File: config.mk
export PLATFORM = sky130hd
export DESIGN_NAME = fb_writer
export DESIGN_NICKNAME = d
export VERILOG_FILES = /design/src/rtl/fb_pkg.sv /design/src/rtl/pix_fifo.sv /design/src/rtl/fb_writer.sv
export SDC_FILE = /design/constraint.sdc
export NUM_CORES = 1
export LEC_CHECK = 0
export CAP_MARGIN = 0
export CORE_UTILIZATION = 54
export CTS_BUF_LIST = sky130_fd_sc_hd__clkbuf_16
export DETAILED_ROUTE_END_ITERATION = 8
export PLACE_DENSITY = 0.79
export REMOVE_ABC_BUFFERS = 1
export SYNTH_ARGS = -nofsm -noshare
export SYNTH_HDL_FRONTEND = slang
export SYNTH_SLANG_ARGS = --single-unit
export TNS_END_PERCENT = 50
File: constraint.sdc
create_clock -name CLK -period 2.5 [get_ports CLK]
set_input_delay 0.375 -clock CLK [delete_from_list [all_inputs] [get_ports CLK]]
set_output_delay 0.375 -clock CLK [all_outputs]
set_load 0.02 [all_outputs]
File: src/rtl/fb_pkg.sv
// Shared definitions for the framebuffer writer: FSM states, address
// constants and the pixel packing function.
package fb_pkg;

  typedef enum logic {
    IDLE  = 1'b0,
    WRITE = 1'b1
  } wr_state_e;

  localparam int          FB_ADDR_W    = 16;
  localparam logic [15:0] FB_LAST_ADDR = 16'hFFFF;
  localparam int          FB_ENTRY_W   = 24;

  // fmt 0: RGB332, fmt 1: grey taken from the red channel.
  function automatic logic [7:0] pack_pixel(input int fmt, input logic [7:0] r,
                                            input logic [7:0] g, input logic [7:0] b);
    if (fmt == 1) begin
      return r;
    end
    return {r[7:5], g[7:5], b[7:6]};
  endfunction

endpackage

File: src/rtl/pix_fifo.sv
// Circular pixel FIFO with registered occupancy and a sticky overflow flag.
// A push into a full FIFO is accepted only when a pop frees a slot that cycle.
module pix_fifo
  import fb_pkg::*;
#(
  parameter int DEPTH = 4,
  parameter int WIDTH = FB_ENTRY_W,
  localparam int AW = $clog2(DEPTH),
  localparam int LW = AW + 1
) (
  input  logic             clk,
  input  logic             rst_n,
  input  logic             push,
  input  logic             pop,
  input  logic [WIDTH-1:0] din,
  output logic [WIDTH-1:0] dout,
  output logic [LW-1:0]    level,
  output logic             ovf
);

  logic [WIDTH-1:0] mem [DEPTH];
  logic [AW-1:0]    wr_ptr;
  logic [AW-1:0]    rd_ptr;
  logic             full;
  logic             do_push;
  logic             do_pop;

  assign full    = (level == LW'(DEPTH));
  assign do_pop  = pop && (level != '0);
  assign do_push = push && (!full || do_pop);
  assign dout    = mem[rd_ptr];

  always_ff @(posedge clk) begin
    if (do_push) begin
      mem[wr_ptr] <= din;
    end
  end

  // Pointers wrap naturally because DEPTH is a power of two.
  always_ff @(posedge clk or negedge rst_n) begin
    if (!rst_n) begin
      wr_ptr <= '0;
      rd_ptr <= '0;
      level  <= '0;
      ovf    <= 1'b0;
    end else begin
      if (do_push) begin
        wr_ptr <= wr_ptr + 1'b1;
      end
      if (do_pop) begin
        rd_ptr <= rd_ptr + 1'b1;
      end
      case ({do_push, do_pop})
        2'b10:   level <= level + 1'b1;
        2'b01:   level <= level - 1'b1;
        default: level <= level;
      endcase
      if (push && !do_push) begin
        ovf <= 1'b1;
      end
    end
  end

endmodule

File: src/rtl/fb_writer.sv
// Framebuffer writer: detects new pixel addresses from the draw stage, queues
// packed pixels and streams them to the framebuffer with a ready handshake.
module fb_writer
  import fb_pkg::*;
#(
  parameter int DEPTH = 4,
  parameter int FMT   = 0
) (
  input  logic                   CLK,
  input  logic                   NRST,
  input  logic [7:0]             X,
  input  logic [7:0]             Y,
  input  logic [7:0]             R,
  input  logic [7:0]             G,
  input  logic [7:0]             B,
  input  logic                   MEM_READY,
  output logic                   MEM_WE,
  output logic [FB_ADDR_W-1:0]   MEM_ADDR,
  output logic [7:0]             MEM_DATA,
  output logic [$clog2(DEPTH):0] LEVEL,
  output logic                   OVF,
  output logic                   FRAME_DONE,
  output logic [7:0]             FRAME_CNT
);

  logic [1:0]            rst_sync;
  logic                  rst_n;
  logic                  first_flag;
  logic [FB_ADDR_W-1:0]  last_addr;
  logic [FB_ADDR_W-1:0]  cur_addr;
  logic                  detect;
  logic [FB_ENTRY_W-1:0] push_entry;
  logic [FB_ENTRY_W-1:0] head;
  logic                  pop;
  logic                  we_next;
  logic                  completion;
  wr_state_e             state;
  wr_state_e             state_next;

  // Assertion is immediate; release reaches the core two edges later.
  always_ff @(posedge CLK or negedge NRST) begin
    if (!NRST) begin
      rst_sync <= 2'b00;
    end else begin
      rst_sync <= {rst_sync[0], 1'b1};
    end
  end

  assign rst_n = rst_sync[1];

  assign cur_addr   = {Y, X};
  assign detect     = first_flag || (cur_addr != last_addr);
  assign push_entry = {cur_addr, pack_pixel(FMT, R, G, B)};

  always_ff @(posedge CLK or negedge rst_n) begin
    if (!rst_n) begin
      first_flag <= 1'b1;
      last_addr  <= '0;
    end else begin
      first_flag <= 1'b0;
      if (detect) begin
        last_addr <= cur_addr;
      end
    end
  end

  pix_fifo #(
    .DEPTH (DEPTH),
    .WIDTH (FB_ENTRY_W)
  ) u_fifo (
    .clk   (CLK),
    .rst_n (rst_n),
    .push  (detect),
    .pop   (pop),
    .din   (push_entry),
    .dout  (head),
    .level (LEVEL),
    .ovf   (OVF)
  );

  always_ff @(posedge CLK or negedge rst_n) begin
    if (!rst_n) begin
      state <= IDLE;
    end else begin
      state <= state_next;
    end
  end

  always_comb begin
    state_next = state;
    pop        = 1'b0;
    we_next    = MEM_WE;
    case (state)
      IDLE: begin
        if (LEVEL != '0) begin
          pop        = 1'b1;
          we_next    = 1'b1;
          state_next = WRITE;
        end
      end
      WRITE: begin
        if (MEM_READY) begin
          if (LEVEL != '0) begin
            pop = 1'b1;
          end else begin
            we_next    = 1'b0;
            state_next = IDLE;
          end
        end
      end
      default: begin
        we_next    = 1'b0;
        state_next = IDLE;
      end
    endcase
  end

  assign completion = (state == WRITE) && MEM_READY;

  // Popping always loads the head entry, so the bus only changes on a pop.
  always_ff @(posedge CLK or negedge rst_n) begin
    if (!rst_n) begin
      MEM_WE     <= 1'b0;
      MEM_ADDR   <= '0;
      MEM_DATA   <= '0;
      FRAME_DONE <= 1'b0;
      FRAME_CNT  <= '0;
    end else begin
      MEM_WE <= we_next;
      if (pop) begin
        MEM_ADDR <= head[FB_ENTRY_W-1:8];
        MEM_DATA <= head[7:0];
      end
      FRAME_DONE <= completion && (MEM_ADDR == FB_LAST_ADDR);
      if (completion && (MEM_ADDR == FB_LAST_ADDR)) begin
        FRAME_CNT <= FRAME_CNT + 1'b1;
      end
    end
  end

endmodule

# == Word level (Yosys, flattened, before mapping) ==
# Memories as Yosys holds them, arrays and structs flattened. A register that Yosys moved wholly into a read port is not among the register bits.
# Index checks and enable logic that the tools add are counted.
# totals
ff_bits,38
ramBits,96
input_bits,43
out_inout_bits,38
memories,1
# memory_table
memory,depth,width,rd,rd_clocked_by_memory_dff,wr,line,source
u_fifo.mem,4,24,1,1,1,pix_fifo.sv:21,logic [WIDTH-1:0] mem [DEPTH];
# op_classes
addsub,5
n_eq_ne,8
n_mux,12
n_bitwise,1
n_reduce_logical,13
# ops
cell,n
16-bit equality test (second input constant),1
16-bit != test,1
8-bit by 1-bit adder with 8-bit output (second input constant),1
1-bit 2-to-1 mux,8
2-bit != test (second input constant),3
1-bit one-hot mux with 2 select lines,3
3-bit one-hot mux with 2 select lines,1
1-bit logical AND,5
2-bit by 1-bit adder with 2-bit output (second input constant),2
3-bit by 1-bit adder with 3-bit output (second input constant),1
3-bit equality test (second input constant),1
1-bit zero test,3
3-bit AND reduction,1
3-bit nonzero test,1
3-bit by 1-bit subtractor with 3-bit output (second input constant),1
2-bit by 1-bit equality test with 1-bit output (second input constant),1
2-bit equality test (second input constant),1
1-bit logical OR,2
2-bit nonzero test,1
1-bit inverter,1

# == Logic depth before layout (Yosys ltp) ==
# depth
word_depth,9
depth_mapped,10
ltp_nobuf,10

# == Hierarchy ==
# A second synthesis with hierarchy kept.
# hier_totals
hier_cells,342
area_unflattened_um2,6190.9
# modules_own_cells
module,n_inst,cells_each,area_each_um2
pix_fifo,1,179,4003.8
fb_writer,1,163,2187.1

# == Worst setup path after synthesis ==
# Ideal clock, no wire load.
# synth_path
kind,register -> register
from,reg u_fifo.level[0]
to,"mem u_fifo.mem[1][0] (netlist name), enable pin"
setup_ns,0.405
t_arrival_ns,1.886
setup_slack_ns,0.209
path_stages_with_launch,5
period_less_slack_ns,2.291
cell_sequence,dfrtp_1 -> inv_1 -> nand4_1 -> o21ai_4 -> nor2_1
# synth_between
elab_chain_cells,9
word_cells_on_any_way,11
cone_classes,eq/ne (1); mux (5); reduce/logical (5)
# synth_lines
element,line,source
start: declaration,pix_fifo.sv:17,"output logic [LW-1:0] level,"
start signal: assignment,pix_fifo.sv:54,2'b10: level <= level + 1'b1;
start signal: assignment,pix_fifo.sv:55,2'b01: level <= level - 1'b1;
start signal: assignment,pix_fifo.sv:56,default: level <= level;
3-bit nonzero test,"pix_fifo.sv:29, fb_writer.sv:95, fb_writer.sv:103",
1-bit 2-to-1 mux,"fb_writer.sv:95, fb_writer.sv:103",
1-bit 2-to-1 mux,fb_writer.sv:102,if (MEM_READY) begin
1-bit one-hot mux with 2 select lines,fb_writer.sv:93,case (state)
1-bit logical AND,pix_fifo.sv:29,assign do_pop = pop && (level != '0);
1-bit logical OR *,pix_fifo.sv:30,assign do_push = push && (!full || do_pop);
1-bit logical AND *,pix_fifo.sv:30,
1-bit 2-to-1 mux *,pix_fifo.sv:34,if (do_push) begin
1-bit 2-to-1 mux (not written as such) *,pix_fifo.sv:35,mem[wr_ptr] <= din;
end: declaration,pix_fifo.sv:21,
# Every way passes the cells marked *; elsewhere a longest branch is shown, timed or not.

# == Worst setup path in the final report ==
# layout_path
from,in X[1]
to,reg u_fifo.level[2]
# layout_between
elab_chain_cells,5
word_cells_on_any_way,7
cone_classes,eq/ne (3); mux (1); reduce/logical (3)
# layout_lines
element,line,source
start: declaration,fb_writer.sv:11,"input logic [7:0] X,"
16-bit != test *,fb_writer.sv:52,assign detect = first_flag || (cur_addr != last_addr);
1-bit logical OR *,fb_writer.sv:52,
1-bit logical AND *,pix_fifo.sv:30,
2-bit by 1-bit equality test with 1-bit output or 2-bit equality test (tied branches),pix_fifo.sv:53,"case ({do_push, do_pop})"
3-bit one-hot mux with 2 select lines or 2-bit nonzero test (tied branches),-,
# Marked as above.
# A chain may end at the register's enable or synchronous reset.

==> flow_summary.yaml <==
outcome:
  status: "finished, final reports clean"
floorplanning:
  core_area_sq_um: 10800
  dieWidth_um: 108
  num_rows: 38
  die_area_sq_um: 11600
  initial_core_util_pct: 55.6
  pin_count: 81
  die_h_um: 108
pwr:
  p_int_uw: 6680
  irDropWorstVdd_mv: 0.584
  cellLeakagePower_uw: 0.00290
  power.density_cell_area_nw_per_um2: 1250
  combPwrFrac_pct: 31.4
  seq_power_share_pct: 43.8
  p_sw_share_pct: 29.8
  pwr-share-clk_pct: 24.7
  p_switching_uw: 2830
grt:
  grt_usage_pct: 20.7
  grt_pass1_vias: 3293
  grt_overflow_total: 0
  grt_max_degree: 33
  grt_pass1_wl_mm: 16.9
  antenna_found_initial: 0
worst_setup_path:
  critPathKind: "in2reg"
  worstPathArrival_ns: 2.71
  required_ns: 2.82
  cp_max_fo: 2
  reg2reg_depth: 10
  r2r-start: "last_addr[1]"
  crit_path_end_kind: "flop"
  start_kind: "input pin"
  critPathLaunch: "X[1]"
detailed_routing:
  wl_per_cell_um: 19.1
  drtPass1Iterations: 4
  drc_errors: 0
  drtIter0Drc: 166
  viasPerCell: 5.37
  drtAntennaViolNets: 0
  finalWirelength_mm: 10.9
  vias: 3049
finish:
  fin_area_sq_um: 7630
  n_antenna_cell: 0
  drive_gt1_share_pct: 28.7
  seqCellArea_sq_um: 4440
  final_nets: 465
  multi_input_area_sq_um: 1470
  synthToLayoutAreaGrowth_pct: 26.6
  stdcell_count: 568
  fill_cells: 656
clocking:
  cts_made_buffers: 17
  htreeDepth: 4
  clockBufferDepth: 2
  holdBufCountCts: 0
  cts_tree: "built"
  cts_root_buffer: "clkbuf_16"
  clk_pin_slew_ns: 0.06
  clock-sinks: 158
  clkLatencyLatePin_ns: 0.41
place:
  hpwl_mm: 6.66
  portBuffers: 64
  place_inst: 533
  post_dp_cell_area_sq_um: 7030
  place.gp.congestion: 0.755
sta:
  slew_headroom_pct: 47.7
  fmax_mhz: 419
  worst_clock_skew_ns: 0.00727
  rsz0062_at_grt: "false"
  setup_viol: 0
  timing_hold_violations_final: 0
  fin_crit_sh_pct: 95.4
  setup_tns_ns: 0
  min_period_ns: 2.39
  slew_violations: 0
  worstMarginPinSlew_ns: 0.785
logic_synthesis:
  yosysUniqueCellTypes: 31
  synth_top_area_cell: "edfxtp_1"
  syn_avg_cell_area_sq_um: 18.6
  yosysWarnings: 0
  synth_top_area_share_pct: 47.8
  synth_area_sq_um: 6030
  yosys-top-cells-area: "edfxtp_1, dfrtp_1, mux4_2"
  yosys_register_bits: 158
  yosysSeqAreaShare_pct: 73.6
  synthCells: 325
run:
  max_cap_violations: 0
hold_path:
  hold_class: "in2async"
cell usage in the layout (no fill, tap or decap), types with 2 or more instances in the layout:
cell	count
buf_12	6
buf_4	25
clkbuf_16	17
clkdlybuf4s50_1	62
clkinv_1	2
clkinv_4	4
conb_1	2
dfrtp_1	59
dfrtp_2	2
dlymetal6s2s_1	2
edfxtp_1	96
ha_1	5
inv_1	16
inv_6	2
mux2_2	25
mux4_2	24
nand2_1	7
nand4_1	7
nor2_1	5
nor2_2	5
nor2b_1	2
nor3_1	6
nor4_2	2
xnor2_1	10
xor2_1	19
flip-flops by register name (all words and copies together) (netlist names):
| register | flops |
|---|---|
| u_fifo.level | 3 |
| u_fifo.ovf | 1 |
| rst_sync | 2 |
| u_fifo.wr_ptr | 2 |
| u_fifo.rd_ptr | 2 |
| FRAME_CNT | 8 |
| u_fifo.mem | 96 |
| FRAME_DONE | 1 |
| last_addr | 16 |
| MEM_WE | 1 |
| state | 1 |
| first_flag | 1 |
| MEM_DATA | 8 |
| MEM_ADDR | 16 |
final cells by class:
type,instances,share of cell area [%]
clock inverters,15,1.64
inverters,13,0.639
multi-input cells,130,19.2
repair buffers,95,12.5
well taps,140,2.29
flip-flops and latches,158,58.1
clock buffers,17,5.57
logic make-up (layout without fill, tap and decap cells):
family,Yosys count,in the layout,synth area share (%)
AOI/OAI and AO/OA,3,3,0.477
buffers and inverters,37,140,2.68
other,2,2,0.125
DFF,158,158,73.6
muxes,51,51,14.0
adders and majority gates,7,7,1.58
xor gates and xnor gates,29,29,4.21
and+or+nand+nor,38,38,3.32
power by group through the flow:
stage	logic [uW]	clock network, uW	registers, uW
final	2990	2350	4170
after global routing	3190	2490	4260
after CTS	3010	2390	4180
after detailed placement	2980	0	4220
after global placement	2910	0	4160
after floorplan	1360	0	4500
synthesized netlist by cell type:
library cell,count
edfxtp_1,96
dfrtp_1,61
mux2_2,25
mux4_2,24
xor2_1,19
clkbuf_1,18
inv_1,13
xnor2_1,10
nor2_1,9
nand2_1,7
nand4_1,7
ha_1,6
nor3_1,6
buf_2,3
buf_6,2
conb_1,2
nor2b_1,2
nor4_1,2
a21oi_1,1
buf_4,1
dfstp_2,1
fa_1,1
mux2_4,1
mux2i_1,1
nand2b_1,1
nand3_1,1
nor2_2,1
nor4_2,1
o21ai_4,1
o21bai_1,1
or3_4,1
through the flow:
| step | setup WS, ns | hold WS [ns] | total power [uW] | util (%) |
|---|---|---|---|---|
| 2_1_floorplan | -0.0298 | 0.0794 | 5860 | - |
| 3_3_place_gp | -0.312 | 0.338 | 7070 | 64.9 |
| 3_5_place_dp | -0.402 | 0.340 | 7200 | 64.9 |
| 4_1_cts | 0.0270 | 0.113 | 9580 | 70.1 |
| 5_1_grt | 0.00454 | 0.125 | 9940 | 70.4 |
| 6_report | 0.115 | 0.130 | 9510 | 70.4 |
timing repair:
| item | in CTS | in global routing |
|---|---|---|
| pin swaps | 1 | 4 |
| setup buffers | 1 | 2 |
| resized for setup | 1 | 6 |
| endpoints found under the hold margin | 0 | 0 |
| setup endpoints to repair | 1 | 1 |
critical path: stages:
cell             delay [ns]
clkdlybuf4s50_1        0.43
xor2_1                 0.17
nor4_2                 0.35
nand3_2                0.19
o21ai_4                0.21
ha_4                   0.16
inv_1                  0.05
fa_2                   0.33
xor2_1                 0.15
nor2_1                 0.13
xor2_1                 0.17
routing by layer:
layer	share of wire [%]	GRT usage, %
met5	0	0
met4	1.2	9.30
met3	3.3	3.93
met2	55	36.8
met1	40	24.3
path summary, 6_finish.rpt:
path | to | slack [ns]
setup / recovery | u_fifo.level[2] | 0.11
hold / removal | rst_sync[0] | 0.13
setup reg to reg | u_fifo.level[2] | 0.13
hold reg to reg | rst_sync[1] | 0.35
max in group asynchronous | first_flag | 1.44
min in group CLK | last_addr[6] | 0.29
Power figures use the tool's default switching activity.
==> RTL edit, RTL diff (config.mk and constraints unchanged) <==
Register the output `FRAME_CNT` once more, with the module's reset; this adds one clock of latency there. The other outputs are not delayed to match.
--- a/src/rtl/fb_writer.sv
+++ b/src/rtl/fb_writer.sv
@@ -22,6 +22,8 @@
   output logic                   FRAME_DONE,
   output logic [7:0]             FRAME_CNT
 );
+
+  logic [7:0] FRAME_CNT_s0;
 
   logic [1:0]            rst_sync;
   logic                  rst_n;
@@ -124,7 +126,7 @@
       MEM_ADDR   <= '0;
       MEM_DATA   <= '0;
       FRAME_DONE <= 1'b0;
-      FRAME_CNT  <= '0;
+      FRAME_CNT_s0 <= '0;
     end else begin
       MEM_WE <= we_next;
       if (pop) begin
@@ -133,8 +135,16 @@
       end
       FRAME_DONE <= completion && (MEM_ADDR == FB_LAST_ADDR);
       if (completion && (MEM_ADDR == FB_LAST_ADDR)) begin
-        FRAME_CNT <= FRAME_CNT + 1'b1;
+        FRAME_CNT_s0 <= FRAME_CNT_s0 + 1'b1;
       end
+    end
+  end
+
+  always_ff @(posedge CLK or negedge NRST) begin
+    if (!NRST) begin
+      FRAME_CNT <= '0;
+    end else begin
+      FRAME_CNT <= FRAME_CNT_s0;
     end
   end
 
Formal check against the unedited RTL: not equivalent (Yosys sat finds a counterexample within 10 cycles, from zero or initial values and one cycle with NRST low).
==> RTL edit against the original RTL <==
Non-clock buffer count is 7 higher. Synthesized cell count up 2.5%. Power is 5.8% higher. Wire length up 8.9%. Area after synthesis is 3.3% higher. Cell area grew 4.0%. Worst setup slack worse by 0.034 ns. Clock skew up 0.0025 ns. Core utilization up 1.6 points. Die area rose by 3.3%. Fmax down 1.4%. Register-to-register slack got worse by 0.02 ns. Sequential cell count rose by 8.
==> RTL edit: results (changes against the original RTL) <==
R2R Setup Slk: 0.11 ns (-0.02 ns)
Cts bufs inserted: 17 (unchanged)
Met1 Usage GRT: 0.292 (+0.0485)
Synthesized area per cell: 18.7 um2 (+0.86%)
Regs by FF count: u_fifo.mem x96, MEM_ADDR x16, last_addr x16
RD Place Congestion: 0.729 (-3.5%)
Hold crit path type: register to asynchronous set/reset pin
Drt pass-1 iters: 4 (unchanged)
Number of global-route vias before repair: 3,365 (+2.2%)
H-tree levels: 4 (unchanged)
Met1 WL: 4860 um (+11%)
CTS clock-pin slew for the worst setup and hold paths: 0.06 ns (about the same)
Placed cell areas: 7300 um2 (+3.8%)
Worst path arrival time: 2.75 ns (+0.04 ns)
PortBufs: 64 (unchanged)
Clk_lat worst skew: 0.41 ns (about the same)
Period utilization: 0.968 (+0.0136)
Post-synthesis sequential area ratio: 0.744 (+0.00835)
Psw: 2.96 mW (+4.5%)
Antenna Cells: 0 (unchanged)
Post-synth EDFFs: 96 (unchanged)
Static leakage: 3.03 nW (+4.5%)
M3 GR Usage: 0.0593 (+0.0199)
Placed Cells: 550 (+3.2%)
Synth Flop Type: edfxtp_1
Synth top area cells: edfxtp_1 46%, dfrtp_1 28%, mux4_2 8.7%
Worst slack at placement: -0.396 ns (+0.00610 ns)
Avg WL per Cell: 20.3 um (+6.1%)
Run status: completed
Synth cell types: 31 (unchanged)
Met2 routed WL: 6280 um (+4.8%)
Total track usage: 0.225 (+0.0183)
Detail Route met3 WL: 571 um (+59%)
Met2 Use GR: 0.370 (+0.00250)
Share of cells above drive strength 1: 0.305 (+0.0174)
Post-Route Skew: 0.00977 ns (+0.00250 ns)
Worst-case clock buffer depth: 2 (unchanged)
Post-detail-place hpwl: 7490 um (+13%)
Worst Tran Pin Value: 0.582 ns (-0.202 ns)
Max VDD drop: 673 uV (+15%)
Routed vias: 3,181 (+4.3%)
Largest net degree at the start of global routing: 61 (+85%)
Uppermost layer routed: met4
Clock root cell: clkbuf_16
Syn. warnings: 0 (unchanged)
Routed Antenna Nets: 0 (unchanged)
FILL cells: 673 (+2.6%)
Routed Wire Length: 11,800 um (+8.9%)
First-pass GRT wire length: 18,600 um (+10%)
Most frequent cells after synthesis: 96 x edfxtp_1, 69 x dfrtp_1, 25 x mux2_2
Final net count: 480 (+3.2%)
Post-synth ARST share: 0.422 (+0.0293)
Drt first-iter violations: 234 (+41%)
-- RTL edit: cell count changes after synthesis, sizes merged --
cell    change
buf         +1
clkbuf      -1
dfrtp       +8
-- RTL edit: final timing paths --
kind | from | end | cells after the start
worst max register to register | last_addr[1]$_DFFE_PN0P_ | u_fifo.level[2]$_DFFE_PN0P_ | 10
worst min register to register | rst_sync[1]$_DFF_PN0_ | FRAME_CNT_s0[0]$_DFFE_PN0P_ | 1
worst min-delay path | rst_sync[1]$_DFF_PN0_ | FRAME_CNT_s0[0]$_DFFE_PN0P_ | 1
worst max-delay path | X[6] | u_fifo.level[2]$_DFFE_PN0P_ | 11
max in group asynchronous | NRST | rst_sync[1]$_DFF_PN0_ | 1
min in group CLK | rst_sync[0]$_DFF_PN0_ | rst_sync[1]$_DFF_PN0_ | 0
-- RTL edit: final cells by class --
class                   count  area (um2)  area share
multi-input cells         130        1480       0.186
flip-flops and latches    166        4640       0.584
clock inverters            15         178      0.0224
inverters                  13        48.8     0.00614
clock buffers              17         425      0.0536
repair buffers            102        1000       0.126
well taps                 140         175      0.0221
-- RTL edit: worst max-delay path, cell delays in order --
cell and delay, ns:
clkdlybuf4s50_1 0.54, xnor2_1 0.14, nand4_1 0.11, or3_4 0.37
o21ai_4 0.17, ha_4 0.15, inv_1 0.05, fa_1 0.39
xor2_1 0.16, nor2_1 0.13, xor2_1 0.16
-- RTL edit: power groups by stage --
stage          combinational [mW]  sequential [mW]  clock (mW)
5_1_grt                      3.35             4.41        2.77
6_report                     3.13             4.31        2.62
4_1_cts                      3.16             4.33        2.66
3_3_place_gp                 3.03             4.29           0
3_5_place_dp                 3.13             4.37           0
2_1_floorplan                1.36             4.63           0
-- RTL edit: cell families (layout without fill, tap and decap cells) --
| group | after synthesis | in the layout | share of synthesized area |
|---|---|---|---|
| AOI/OAI and AO/OA | 3 | 3 | 0.00462 |
| xor gates and xnor gates | 29 | 29 | 0.0408 |
| adders and majority gates | 7 | 7 | 0.0153 |
| buffers and inverters | 37 | 147 | 0.0261 |
| DFF | 166 | 166 | 0.744 |
| muxes | 51 | 51 | 0.136 |
| other | 2 | 2 | 0.00121 |
| and+or+nand+nor | 38 | 38 | 0.0321 |
-- RTL edit: what timing repair did --
| item | in CTS | in global routing |
|---|---|---|
| setup endpoints to repair | 1 | 1 |
| pin swaps | 0 | 5 |
| setup buffers | 0 | 1 |
| resized for setup | 2 | 4 |
| hold buffers | 0 | 0 |
-- RTL edit: through the flow --
step	total power, mW	TNS, ns	hold slack, ns
final	10.1	0	0.281
after global routing	10.5	-0.0192	0.306
after CTS	10.1	0	0.281
after detailed placement	7.49	-0.941	0.302
after global placement	7.32	-0.499	0.291
after floorplan	5.99	-0.0298	0.0794
